`config.mk`:
```
export PLATFORM = sky130hd
export DESIGN_NAME = serial_packet_parser
export DESIGN_NICKNAME = d
export VERILOG_FILES = /design/src/rtl/serial_packet_parser.sv
export SDC_FILE = /design/constraint.sdc
export NUM_CORES = 1
export LEC_CHECK = 0
export BUFFER_PORTS_ARGS = -buffer_cell sky130_fd_sc_hd__buf_4
export CORE_ASPECT_RATIO = 1.4
export CORE_MARGIN = 2
export CORE_UTILIZATION = 45
export CTS_BUF_LIST = sky130_fd_sc_hd__clkbuf_8
export DETAILED_ROUTE_END_ITERATION = 8
export SLEW_MARGIN = 20
export SYNTH_ARGS = -nofsm -noshare
export SYNTH_HDL_FRONTEND = slang
export SYNTH_SLANG_ARGS = --single-unit
```
`constraint.sdc`:
```
create_clock -name i_Clock -period 4.1 [get_ports i_Clock]
set_clock_uncertainty 0.15 [all_clocks]
set_input_delay 0.615 -clock i_Clock [delete_from_list [all_inputs] [get_ports i_Clock]]
set_output_delay 0.615 -clock i_Clock [all_outputs]
set_load 0.01 [all_outputs]
```
`src/rtl/serial_packet_parser.sv`:
```
// serial_packet_parser: frames sync/length/payload/checksum packets from serial_rx and streams verified payload bytes.
// Optional inter-byte timeout is enabled by defining SERIAL_PARSER_TIMEOUT_EN.
module serial_packet_parser #(
  parameter int MAX_PAYLOAD = 16,
  parameter logic [7:0] SYNC_BYTE = 8'hA5,
  parameter int CLOCK_FREQUENCY = 48000000,
  parameter int TIMEOUT_US = 1000
) (
  input  logic       i_Clock,
  input  logic       i_Reset,
  input  logic       i_Rx_DV,
  input  logic [7:0] i_Rx_Byte,
  output logic       o_Pkt_Valid,
  input  logic       i_Pkt_Ready,
  output logic [7:0] o_Pkt_Data,
  output logic       o_Pkt_Last,
  output logic [7:0] o_Pkt_Len,
  output logic       o_Err,
  output logic [1:0] o_Err_Code,
  output logic       o_Busy
);
  typedef enum logic [2:0] {IDLE, LEN, PAYLOAD, CHECK, DRAIN} state_t;
  localparam int AW = MAX_PAYLOAD > 1 ? $clog2(MAX_PAYLOAD) : 1;
  localparam logic [7:0] MAX_LEN = 8'(MAX_PAYLOAD);
  state_t state, state_nx;
  logic [7:0] mem [MAX_PAYLOAD];
  logic [7:0] len, sum, wr, rd;
  logic bad_len, bad_sum, overrun, timeout, err_nx;
  logic [1:0] code_nx;
  assign bad_len = i_Rx_Byte == 8'd0 || i_Rx_Byte > MAX_LEN;
  assign bad_sum = i_Rx_Byte != sum;
`ifdef SERIAL_PARSER_TIMEOUT_EN
  localparam int TIMEOUT_CLKS = CLOCK_FREQUENCY / 1000000 * TIMEOUT_US;
  localparam int CW = TIMEOUT_CLKS > 1 ? $clog2(TIMEOUT_CLKS) : 1;
  logic [CW-1:0] cnt;
  always_ff @(posedge i_Clock or posedge i_Reset)
    if (i_Reset) cnt <= '0;
    else cnt <= (i_Rx_DV || state == IDLE || state == DRAIN) ? '0 : cnt + CW'(1);
  assign timeout = !i_Rx_DV && state inside {LEN, PAYLOAD, CHECK} && cnt == CW'(TIMEOUT_CLKS - 1);
`else
  logic unused_cfg;
  assign unused_cfg = ^{CLOCK_FREQUENCY, TIMEOUT_US};
  assign timeout = 1'b0;
`endif
  always_ff @(posedge i_Clock or posedge i_Reset)
    if (i_Reset) state <= IDLE;
    else state <= state_nx;
  always_comb begin
    state_nx = state;
    case (state)
      IDLE:    state_nx = (i_Rx_DV && i_Rx_Byte == SYNC_BYTE) ? LEN : IDLE;
      LEN:     if (i_Rx_DV) state_nx = bad_len ? IDLE : PAYLOAD;
      PAYLOAD: if (i_Rx_DV && wr == len - 8'd1) state_nx = CHECK;
      CHECK:   if (i_Rx_DV) state_nx = bad_sum ? IDLE : DRAIN;
      DRAIN:   if (i_Pkt_Ready && o_Pkt_Last) state_nx = IDLE;
      default: state_nx = IDLE;
    endcase
    if (timeout) state_nx = IDLE;
  end
  always_comb begin
    o_Pkt_Valid = state == DRAIN;
    o_Pkt_Data = o_Pkt_Valid ? mem[rd[AW-1:0]] : 8'd0;
    o_Pkt_Last = o_Pkt_Valid && rd == len - 8'd1;
    o_Pkt_Len = o_Pkt_Valid ? len : 8'd0;
    overrun = o_Pkt_Valid && i_Rx_DV;
    err_nx = overrun || (state == LEN && i_Rx_DV && bad_len) || (state == CHECK && i_Rx_DV && bad_sum) || timeout;
    code_nx = overrun ? 2'd3 : (state == LEN && i_Rx_DV) ? 2'd1 : (state == CHECK && i_Rx_DV) ? 2'd2 : 2'd0;
  end
  always_ff @(posedge i_Clock or posedge i_Reset)
    if (i_Reset) begin
      len <= 8'd0;
      sum <= 8'd0;
      wr <= 8'd0;
      rd <= 8'd0;
      o_Err <= 1'b0;
      o_Err_Code <= 2'd0;
      o_Busy <= 1'b0;
    end else begin
      o_Err <= err_nx;
      o_Err_Code <= err_nx ? code_nx : 2'd0;
      o_Busy <= state_nx != IDLE;
      if (state == LEN && i_Rx_DV && !bad_len) begin
        len <= i_Rx_Byte;
        sum <= i_Rx_Byte;
        wr <= 8'd0;
      end
      if (state == PAYLOAD && i_Rx_DV) begin
        sum <= sum + i_Rx_Byte;
        wr <= wr + 8'd1;
      end
      if (state == CHECK && i_Rx_DV) rd <= 8'd0;
      if (o_Pkt_Valid && i_Pkt_Ready) rd <= rd + 8'd1;
    end
  // payload storage needs no reset; it is only read after being written in the same packet
  always_ff @(posedge i_Clock)
    if (state == PAYLOAD && i_Rx_DV) mem[wr[AW-1:0]] <= i_Rx_Byte;
endmodule

```
==> metrics.md <==
| Metric | Value |
|---|---|
| Final core utilization | `between 50% and 60%` |
| Post-synth top area cell | `edfxtp_1` |
| Critical path type | `register to output pin` |
| Yosys warning count | `0` |
| Critical Path RT | `~3300 ps` |
| Clk slew on worst S/H paths | `90 ps` |
| Final Instance Area | `approximately 8500 sq um` |
| Critical Path Source Type | `register` |
| Crit path DAT | `around 2800 ps` |
| Avg Cell Area, Syn | `roughly 15 sq um` |
| Die Span Y | `between 150 and 200 microns` |
| Clock Sinks | `about 170` |
| Grt ovf | `0` |
| Post-synth cell types | `57` |
| CP dominant cell by count | `mux4_2` |
| CP top delay family | `multiplexers` |
| Final Hold Fails | `0` |
| CTS buffer count | `17` |
| DP Area | `slightly above 8000 sq um` |
| Hold-fix buffers, CTS | `0` |
| Post-CTS setup buffers | `0` |
| Count of cells resized by post-cts repair | `0` |
| Maximum vdd drop | `~0.00018 V` |
| Max-cap viol count | `0` |
| EDFF count, synth | `approximately 130` |
| Relative slew slack | `between 40% and 50%` |
| I/O pin total | `34` |
| # setup viols final | `0` |
| Crit path cell chain | `buf_12, mux4_2, mux4_2, and2_1, buf_4` |
| Routability cong. | `about 0.83` |
| Die Area | `between 15000 and 20000 sq um` |
| Slowest cell on the critical path | `dfrtp_2` |
| Dominant synthesized flop cell | `edfxtp_1` |
| CTS tree | `built` |
| Drt first-iter violations | `between 200 and 300` |
| Most area-consuming cells after synthesis | `edfxtp_1 (51%), dfrtp_1 (13%), mux4_2 (12%), xnor2_1 (2.3%), nand2_1 (2.2%)` |
| Post-route insts no fill | `755` |
| Post-synthesis cell area | `~7600 sq um` |
| Final TNS setup | `0 ps` |
| CP endpoint kind | `output pin` |
| Clock buffer depth | `2` |
| Slowest stage delay, CP | `approximately 700 ps` |
| RSZ-0062 raised after global routing | `no` |
| Drt total wl | `~17000 microns` |
| Synth Instances | `493` |
| DRT Pass-1 Iters | `4` |
| Pre-CTS setup slack | `roughly 960 ps` |
| Final ANT Viol Nets | `0` |
| DP Wirelength | `10900 microns` |
| Final Max Slew Viols | `0` |
| Hold/Removal Path Class | `input pin to asynchronous set/reset pin` |
| Latest clock arrival within the worst-skew pair | `450 ps` |
| Critical path peak fanout | `22` |
| PortBufs | `33` |
| Syn nets | `just over 500` |
| Lkg Pwr | `3.05 nW` |
| Fmax | `279 MHz` |
| Tcrit/Tclk final | `87.5%` |
| First-pass GRT wire length | `26000 microns` |
| Initial antenna violation count | `0` |
| Power Dens Cells | `around 480 nW/um^2` |
| Vias in the first global route | `between 4000 and 5000` |
| Post-Place Cells | `~720` |
| Largest net degree at the start of global routing | `40` |
| WP buf/inv | `2` |
| Core Area | `roughly 17000 sq um` |
| Seq cells post-synth | `about 170` |
| Tmin final | `~3600 ps` |
| Htree depth | `4` |
| Routed wire per std cell | `about 22 microns` |
| Fillers | `1358` |
| Initial Util | `45.5%` |
| FFs w/ async S/R, synth | `23.4%` |
| Die Span X | `114 microns` |
| Post-synthesis sequential area ratio | `a little under two thirds` |
| Nets@finish | `roughly 570` |
| Top-area cell type share of the netlist area | `between 50% and 60%` |
| Number of inserted diodes | `0` |
| Area delta synth->final | `11.8%` |
| GRT Util Overall | `20.2%` |
| Status | `complete, no violations` |
| Row cnt | `56` |
| Slew @ Worst Pin | `881 ps` |
| Post-route setup slack | `510 ps` |
| Vias per cell | `~5.7` |
| Fraction of layout cells with a size suffix above 1 | `between 20% and 30%` |
| Vias | `around 4300` |
| DRC | `0` |
| Clock Tree Root | `clkbuf_8` |
[Yosys cell counts, types with 2 or more instances]
cell type / number
nand3_1: 13
buf_6: 4
nand2b_1: 4
mux4_2: 40
xor2_1: 10
o31ai_1: 3
or3_1: 3
and2_1: 15
nor2_1: 30
mux2_2: 2
inv_1: 10
nor4bb_1: 2
nor4_4: 3
nor4_1: 3
nand2_1: 45
o211ai_1: 4
ha_1: 13
buf_2: 3
dfrtp_1: 39
o21ai_0: 18
a21oi_1: 5
and3_1: 2
nor3_1: 15
nor2b_1: 5
o21a_1: 4
nand3b_1: 2
clkbuf_1: 11
edfxtp_1: 128
nand4_1: 6
a31oi_1: 2
xnor2_1: 20
buf_4: 4
[metrics by stage]
step	power, mW	hold slack [ps]
finish	4.05	137
global route	4.23	151
CTS	4.11	132
detailed placement	2.90	330
global placement	2.89	322
floorplan	2.63	303
[sequential cells by signal, indices dropped and copies added (netlist names)]
name / count
len: 8
mem: 128
o_Busy: 1
o_Err: 1
o_Err_Code: 2
rd: 8
state: 3
sum: 8
wr: 8
[where the power goes]
group | internal [mW] | switching [mW] | total [mW]
Clock | 0.605 | 0.599 | 1.20
Sequential | 1.85 | 0.102 | 1.95
Combinational | 0.510 | 0.387 | 0.897
Total | 2.97 | 1.09 | 4.05
[final timing paths]
kind,slack (ps),start,cells after the start,to
min in group i_Clock,320,i_Rx_DV,3,o_Err_Code[0]
worst min register to register,350,sum[5],2,sum[5]
worst max register to register,1330,len[0],8,o_Busy
max in group asynchronous,3250,i_Reset,3,rd[0]
worst min-delay path,140,i_Reset,3,sum[4]
worst max-delay path,510,rd[0],5,o_Pkt_Data[4]
[worst register-to-register path, stage by stage, from the launching register on]
cell,delay [ps]
dfrtp_1,470
inv_1,130
ha_1,300
nor3b_1,380
xnor2_1,160
nand2_1,90
nor4_1,300
a41oi_1,180
or4b_4,500
[kinds of logic (layout without fill, tap and decap cells)]
logic type,after synthesis,count (layout),synth area share [%]
AO/OA/AOI/OAI,46,46,3.92
XOR/XNOR,31,31,3.69
adder cells (fa/ha/maj),14,14,2.42
buffers and inverters,34,93,2.71
flip-flops,167,167,63.7
multiplexers,42,42,12.2
AND/OR/NAND/NOR,159,159,11.3
[routing by layer]
metal,track usage [%],wire length (microns),vias up
li1,-,-,1971
met4,7.67,232,0
met1,24.2,6640,2246
met3,3.89,717,14
met5,0,0,-
met2,36.0,9020,100
[cell type report]
| type | count | area, sq um | share of cell area, % |
|---|---|---|---|
| clock buffers | 17 | 234 | 2.77 |
| clock inverters | 15 | 176 | 2.09 |
| inverters | 10 | 37.5 | 0.444 |
| multi-input cells | 292 | 2540 | 30.0 |
| flip-flops and latches | 167 | 4820 | 57.0 |
| well taps | 203 | 254 | 3.00 |
| repair buffers | 51 | 395 | 4.68 |
[placed cells by master (no fill, tap or decap), types with 2 or more instances in the layout]
cell type	synthesis	final
a21oi_1	5	5
a31oi_1	2	2
and2_1	15	15
and3_1	2	2
buf_4	4	50
bufinv_16	0	3
clkbuf_8	0	17
clkinv_1	0	2
clkinv_4	0	3
clkinvlp_4	0	2
dfrtp_1	39	38
edfxtp_1	128	128
ha_1	13	13
inv_1	10	11
inv_6	0	2
mux2_2	2	2
mux4_2	40	40
nand2_1	45	45
nand2b_1	4	4
nand3_1	13	13
nand3b_1	2	2
nand4_1	6	6
nor2_1	30	29
nor2b_1	5	5
nor3_1	15	15
nor4_1	3	3
nor4_4	3	3
nor4bb_1	2	2
o211ai_1	4	4
o21a_1	4	4
o21ai_0	18	18
o31ai_1	3	3
or3_1	3	3
xnor2_1	20	20
xor2_1	10	10
Note: power is estimated with default switching activity, not from simulation.
